**config.mk**
```make
export PLATFORM = sky130hd
export DESIGN_NAME = bit_count_sequencer
export DESIGN_NICKNAME = d
export VERILOG_FILES = /design/src/rtl/bit_count_pkg.sv /design/src/rtl/result_accumulator.sv /design/src/rtl/bit_count_sequencer.sv
export SDC_FILE = /design/constraint.sdc
export NUM_CORES = 1
export LEC_CHECK = 0
export CORE_MARGIN = 1.5
export CORE_UTILIZATION = 45
export DETAILED_ROUTE_END_ITERATION = 6
export PLACE_DENSITY = 0.76
export SLEW_MARGIN = 20
export SYNTH_ARGS = -nofsm -noshare
export SYNTH_HDL_FRONTEND = slang
export SYNTH_SLANG_ARGS = --single-unit
export TNS_END_PERCENT = 30
```
**constraint.sdc**
```tcl
create_clock -name i_clk -period 4.8 [get_ports i_clk]
set_input_delay 0.96 -clock i_clk [delete_from_list [all_inputs] [get_ports i_clk]]
set_output_delay 0.96 -clock i_clk [all_outputs]
set_load 0.01 [all_outputs]
```
**src/rtl/bit_count_pkg.sv**
```systemverilog
// Shared widths and FSM state encoding for the bit-count sequencer.
package bit_count_pkg;

  localparam int A_WIDTH   = 8;
  localparam int RET_WIDTH = 4;
  localparam int N_WIDTH   = 4;
  localparam int TOT_WIDTH = 12;

  typedef logic [2:0] state_t;

  localparam state_t ST_IDLE    = 3'd0;
  localparam state_t ST_FETCH   = 3'd1;
  localparam state_t ST_LOAD    = 3'd2;
  localparam state_t ST_RUN     = 3'd3;
  localparam state_t ST_RESULT  = 3'd4;
  localparam state_t ST_RELEASE = 3'd5;
  localparam state_t ST_FINISH  = 3'd6;

endpackage

```
**src/rtl/result_accumulator.sv**
```systemverilog
// Captures each per-word bit count and keeps a saturating running total.
module result_accumulator #(
  parameter int RET_WIDTH = bit_count_pkg::RET_WIDTH,
  parameter int TOT_WIDTH = bit_count_pkg::TOT_WIDTH
) (
  input  logic                 i_clk,
  input  logic                 i_rst,
  input  logic                 i_clear,
  input  logic                 i_add_en,
  input  logic [RET_WIDTH-1:0] i_value,
  output logic [RET_WIDTH-1:0] o_result,
  output logic [TOT_WIDTH-1:0] o_total
);

  logic [RET_WIDTH-1:0] r_result;
  logic [TOT_WIDTH-1:0] r_total;
  logic [TOT_WIDTH:0]   w_sum;

  // One extra bit catches the carry so the total clamps instead of wrapping.
  assign w_sum = {1'b0, r_total} + (TOT_WIDTH+1)'(i_value);

  // Clear at batch start; on each add, latch the word count and accumulate.
  always_ff @(posedge i_clk or posedge i_rst) begin
    if (i_rst) begin
      r_result <= '0;
      r_total  <= '0;
    end else if (i_clear) begin
      r_total  <= '0;
    end else if (i_add_en) begin
      r_result <= i_value;
      r_total  <= w_sum[TOT_WIDTH] ? '1 : w_sum[TOT_WIDTH-1:0];
    end
  end

  assign o_result = r_result;
  assign o_total  = r_total;

endmodule

```
**src/rtl/bit_count_sequencer.sv**
```systemverilog
// Feeds a batch of operands through an external bit counter, one word at a
// time, and hands each count downstream while summing the batch total.
//
// state   | meaning
// --------+---------------------------------------------------------------
// IDLE    | waiting for start; latches batch length, clears total
// FETCH   | in_ready high; registers the next operand into cnt_a
// LOAD    | one cycle with cnt_s low and cnt_a stable so the counter loads
// RUN     | cnt_s high; waits for cnt_done, captures and adds the count
// RESULT  | out_valid high, counter held done until downstream accepts
// RELEASE | cnt_s low; waits for cnt_done to fall before the next word
// FINISH  | batch_done high until start is dropped
module bit_count_sequencer #(
  parameter int A_WIDTH   = bit_count_pkg::A_WIDTH,
  parameter int RET_WIDTH = bit_count_pkg::RET_WIDTH,
  parameter int N_WIDTH   = bit_count_pkg::N_WIDTH,
  parameter int TOT_WIDTH = bit_count_pkg::TOT_WIDTH
) (
  input  logic                 i_clk,
  input  logic                 i_rst,
  input  logic                 i_start,
  input  logic [N_WIDTH-1:0]   i_n_words,
  input  logic [A_WIDTH-1:0]   i_in_data,
  input  logic                 i_in_valid,
  output logic                 o_in_ready,
  output logic                 o_cnt_s,
  output logic [A_WIDTH-1:0]   o_cnt_a,
  input  logic                 i_cnt_done,
  input  logic [RET_WIDTH-1:0] i_cnt_result,
  output logic                 o_out_valid,
  input  logic                 i_out_ready,
  output logic [RET_WIDTH-1:0] o_out_result,
  output logic [TOT_WIDTH-1:0] o_total,
  output logic                 o_batch_done
);

  import bit_count_pkg::*;

  state_t               r_state;
  logic [N_WIDTH-1:0]   r_remaining;
  logic [A_WIDTH-1:0]   r_cnt_a;
  logic                 w_clear;
  logic                 w_add_en;

  assign w_clear  = (r_state == ST_IDLE) && i_start;
  assign w_add_en = (r_state == ST_RUN) && i_cnt_done;

  // Batch sequencing: state, words left in the batch, and operand register.
  always_ff @(posedge i_clk or posedge i_rst) begin
    if (i_rst) begin
      r_state     <= ST_IDLE;
      r_remaining <= '0;
      r_cnt_a     <= '0;
    end else begin
      case (r_state)
        ST_IDLE: begin
          if (i_start) begin
            r_remaining <= i_n_words;
            r_state     <= (i_n_words == '0) ? ST_FINISH : ST_FETCH;
          end
        end
        ST_FETCH: begin
          if (i_in_valid) begin
            r_cnt_a <= i_in_data;
            r_state <= ST_LOAD;
          end
        end
        ST_LOAD: begin
          r_state <= ST_RUN;
        end
        ST_RUN: begin
          if (i_cnt_done) r_state <= ST_RESULT;
        end
        ST_RESULT: begin
          if (i_out_ready) begin
            r_remaining <= r_remaining - N_WIDTH'(1);
            r_state     <= ST_RELEASE;
          end
        end
        ST_RELEASE: begin
          if (!i_cnt_done) r_state <= (r_remaining == '0) ? ST_FINISH : ST_FETCH;
        end
        ST_FINISH: begin
          if (!i_start) r_state <= ST_IDLE;
        end
        default: r_state <= ST_IDLE;
      endcase
    end
  end

  result_accumulator #(
    .RET_WIDTH (RET_WIDTH),
    .TOT_WIDTH (TOT_WIDTH)
  ) u_acc (
    .i_clk    (i_clk),
    .i_rst    (i_rst),
    .i_clear  (w_clear),
    .i_add_en (w_add_en),
    .i_value  (i_cnt_result),
    .o_result (o_out_result),
    .o_total  (o_total)
  );

  // Outputs decode straight from the state so reset forces them low at once.
  assign o_in_ready   = (r_state == ST_FETCH);
  assign o_cnt_s      = (r_state == ST_RUN) || (r_state == ST_RESULT);
  assign o_out_valid  = (r_state == ST_RESULT);
  assign o_batch_done = (r_state == ST_FINISH);
  assign o_cnt_a      = r_cnt_a;

endmodule

```
==> key figures <==
Status
  – Status: completed

Timing
  – Number of max-slew violations in the final report: 0
  – Top achievable clock speed: around 320 MHz
  – Hold_ws: between 400 and 500 ps
  – Final period util: 64.8%
  – Setup violators final: 0
  – Slew margin rel.: 60.8%
  – Tightest Pin Transition: slightly below 600 ps
  – Worst Clk Skew: roughly 7 ps
  – Final Critical Period: 3110 ps
  – Final-layout setup total negative slack: 0 ps
  – Number of hold-slack violations in the final timing report: 0
  – Setup repair after global routing missed its margin: false

GRT
  – Remaining Overflow, GRT: 0
  – Met1 layer usage reported by global route: 26.6%
  – Number of global-route vias before repair: 1,532
  – Global-route wire length before repair: about 7000 um
  – Most used routing layer: met2
  – GRT Util Overall: 20.7%
  – Met2 track utilization from global routing: between 30% and 40%
  – Antenna violations before repair: 0
  – Pin count of the biggest net entering global routing: 32
  – Met3 GRT Util: roughly 6.3%

Clock network
  – CTS tree: yes
  – Post-CTS Repair Setup Buffers: 0
  – Number of levels the H-tree was split into: 2
  – Resize count post-CTS: 0
  – Buffer type at the clock tree root: sky130_fd_sc_hd__clkbuf_8
  – Hold-fix buffers, CTS: 0
  – Number of clock buffers inserted by TritonCTS: 5
  – Clk_lat worst skew: between 200 and 300 ps
  – CTS clk-pin slew, worst paths: roughly 70 ps
  – TritonCTS Sinks: 31
  – Clock Tree Buf Depth: 2

Pwr
  – Switching Fraction: between 30 and 40%
  – Fraction of power consumed by the clock network: 20.8%
  – Worst vdd rail ir drop: 251 uV
  – Switching power of the nets: between 400 and 500 uW
  – Total leakage power: around 0.001 uW
  – Overall Power: between 1000 and 1500 uW
  – Total power per unit cell area: between 500 and 600 mW/mm2
  – Internal power summed over all cells: 831 uW
  – Part of the power in registers: between 30% and 40%
  – Portion of total power attributed to combinational logic: 44.3%

Yosys
  – Most area-hungry cell type in the Yosys netlist: sky130_fd_sc_hd__dfrtp_1
  – Post-synthesis cell area: roughly 0.0018 mm2
  – Number of instances in the synthesized netlist: 182
  – Number of synthesized flops with an enable pin: 0
  – Part of the Yosys area used for sequential elements: around 43%
  – Dominant cell by count in the synthesized netlist: sky130_fd_sc_hd__dfrtp_1
  – Area share of the largest cell type after synthesis: a little over two fifths
  – Synth warn: 0
  – Nets in the synthesized netlist: 211
  – Register bit total from synthesis: 31
  – Prevailing post-synth register cell: sky130_fd_sc_hd__dfrtp_1
  – Cell types with the largest area share after synthesis: sky130_fd_sc_hd__dfrtp_1 (43%), sky130_fd_sc_hd__mux2_2 (5.0%), sky130_fd_sc_hd__a21oi_1 (4.2%)
  – Mean instance size in the synthesized netlist: 9.83 um2
  – Count of unique library cells instantiated by Yosys: 48
  – Share of synthesized flip-flops with an asynchronous set or reset: between 90% and 100%
  – Top cells by instance count after synthesis: sky130_fd_sc_hd__dfrtp_1 (31), sky130_fd_sc_hd__nand2_1 (17), sky130_fd_sc_hd__a21oi_1 (15), sky130_fd_sc_hd__o21ai_0 (12), sky130_fd_sc_hd__inv_1 (11)

Floorplan
  – Initial standard-cell utilization of the core: 47.8%
  – Num ports: 50
  – Width of the chip: 66.1 um
  – Row count: 22
  – Floorplan die height: between 60 and 70 um
  – Core area: roughly 0.0037 mm2
  – Total die area: around 0.0044 mm2

Job
  – Maximum capacitance violations: 0

Setup path
  – Cells along the critical path: nor3b_2 -> nand2b_1 -> clkdlybuf4s50_1
  – Longest individual stage delay on the worst path: between 600 and 700 ps
  – Critical path start-end classification: reg -> out
  – Peak fanout along the critical path: 17
  – Library cell contributing the largest single delay on the critical path: sky130_fd_sc_hd__dfrtp_1
  – CP Buf/Inv Count: 1
  – CP endpoint kind: primary output
  – Critical Path RT: 3840 ps
  – Category of the worst setup path launch point: flip-flop
  – Family of cells with the greatest summed delay on the critical path: simple AND/OR/NAND/NOR gates
  – Crit path DAT: 2150 ps

Drt
  – Remaining antenna violation count: 0
  – Total number of vias: 1,562
  – Remaining routing DRC violations: 0
  – Final wirelength: a little over 4000 um
  – Violation count after the first detailed-routing iteration: 94
  – Count of TritonRoute iterations in the first routing pass: 4
  – Via-per-instance ratio: approximately 5.6
  – Final routed wire length divided by cell count: 14.4 um

Hold path
  – Hold Path Class: reg -> reg

Placed design
  – Cell Count Post-Placement: 271
  – Placer Congestion: around 0.86
  – Detailed Place HPWL: ~2900 um
  – Port bufs: 49

Cells and area
  – N_diodes: 0
  – Share of final-layout standard cells stronger than drive strength 1: 9.96%
  – Layout area overhead: 34.8%
  – Final net count: ~260
  – Final non-filler cell total: 279
  – Final core utilization: about 64%
  – Total of fill cells in the finished design: about 320
## power groups by stage
| stage | sequential (uW) | combinational, uW | clock [uW] |
|---|---|---|---|
| after floorplan | 446 | 352 | 0 |
| after global placement | 453 | 561 | 0 |
| after detailed placement | 457 | 571 | 0 |
| after CTS | 453 | 573 | 273 |
| after global routing | 469 | 638 | 285 |
| final | 452 | 572 | 268 |
## cell usage in the layout (no fill, tap or decap), drive strengths merged, types with 3 or more instances in the layout
master         Yosys  routed
nand2b             3       3
ha                 6       6
o21ai             12      12
dfrtp             31      31
a211oi             3       3
nand2             17      17
a31oi              5       5
mux2               8       8
nor3               6       6
clkbuf             1       6
a21oi             15      15
o211ai             6       6
nor2               9       9
nand3              4       4
inv               11      11
clkdlybuf4s50      0      49
## metrics by stage
step	instance area, um2	setup slack [ps]
CTS	2410	1690
floorplan	1790	2490
global route	2410	1560
detailed placement	2290	1720
global placement	2290	1800
finish	2410	1690
## worst reg2reg max path, cell delays in order, from the launching register on
cell and delay, ps:
sky130_fd_sc_hd__dfrtp_1 640, sky130_fd_sc_hd__inv_1 230, sky130_fd_sc_hd__nor3_1 260, sky130_fd_sc_hd__and2_1 410
sky130_fd_sc_hd__mux2_2 390
## cell type report
type / instances / area, um2 / area share, %
multi-input combinational: 131 / 918 / 38.1
sequential: 31 / 776 / 32.2
tap: 48 / 60.1 / 2.49
timing repair buffer: 50 / 498 / 20.7
inverter: 11 / 41.3 / 1.71
clock buffer: 6 / 82.6 / 3.43
clock inverter: 2 / 35.0 / 1.45
## worst paths after layout
kind	startpoint	to	slack (ps)	cells past startpoint
setup / recovery	r_state[2]	o_cnt_s	1690	3
hold / removal	u_acc.o_result[1]	u_acc.o_result[1]	480	2
setup reg to reg	r_state[0]	o_cnt_a[1]	2760	4
hold reg to reg	u_acc.o_result[1]	u_acc.o_result[1]	480	2
max in group asynchronous	i_rst	r_state[1]	3430	3
min in group asynchronous	i_rst	u_acc.o_result[0]	1070	3
## state kept, by name, indices dropped and copies added, names as in the netlist
signal / cells
r_remaining: 4
r_state: 3
o_cnt_a: 8
u_acc.o_result: 4
u_acc.o_total: 12
## layer usage
| metal | routed length (um) | part of all wire, % | up-vias |
|---|---|---|---|
| met5 | 0 | 0 | - |
| met4 | 18 | 0.45 | 0 |
| met3 | 228 | 5.7 | 2 |
| met2 | 1830 | 45 | 49 |
| met1 | 1950 | 48 | 741 |
| li1 | - | - | 770 |
## cells by family (layout without fill, tap and decap cells)
logic type / count (synthesis) / count (layout) / share of synthesized area [%]
flops: 31 / 31 / 43.4
compound gates: 56 / 56 / 20.3
xor+xnor: 2 / 2 / 0.979
simple gates: 57 / 57 / 19.2
fa+ha+maj: 7 / 7 / 5.31
buf+inv: 20 / 69 / 5.31
mux: 9 / 9 / 5.59
Note: power is estimated with default switching activity, not from simulation.
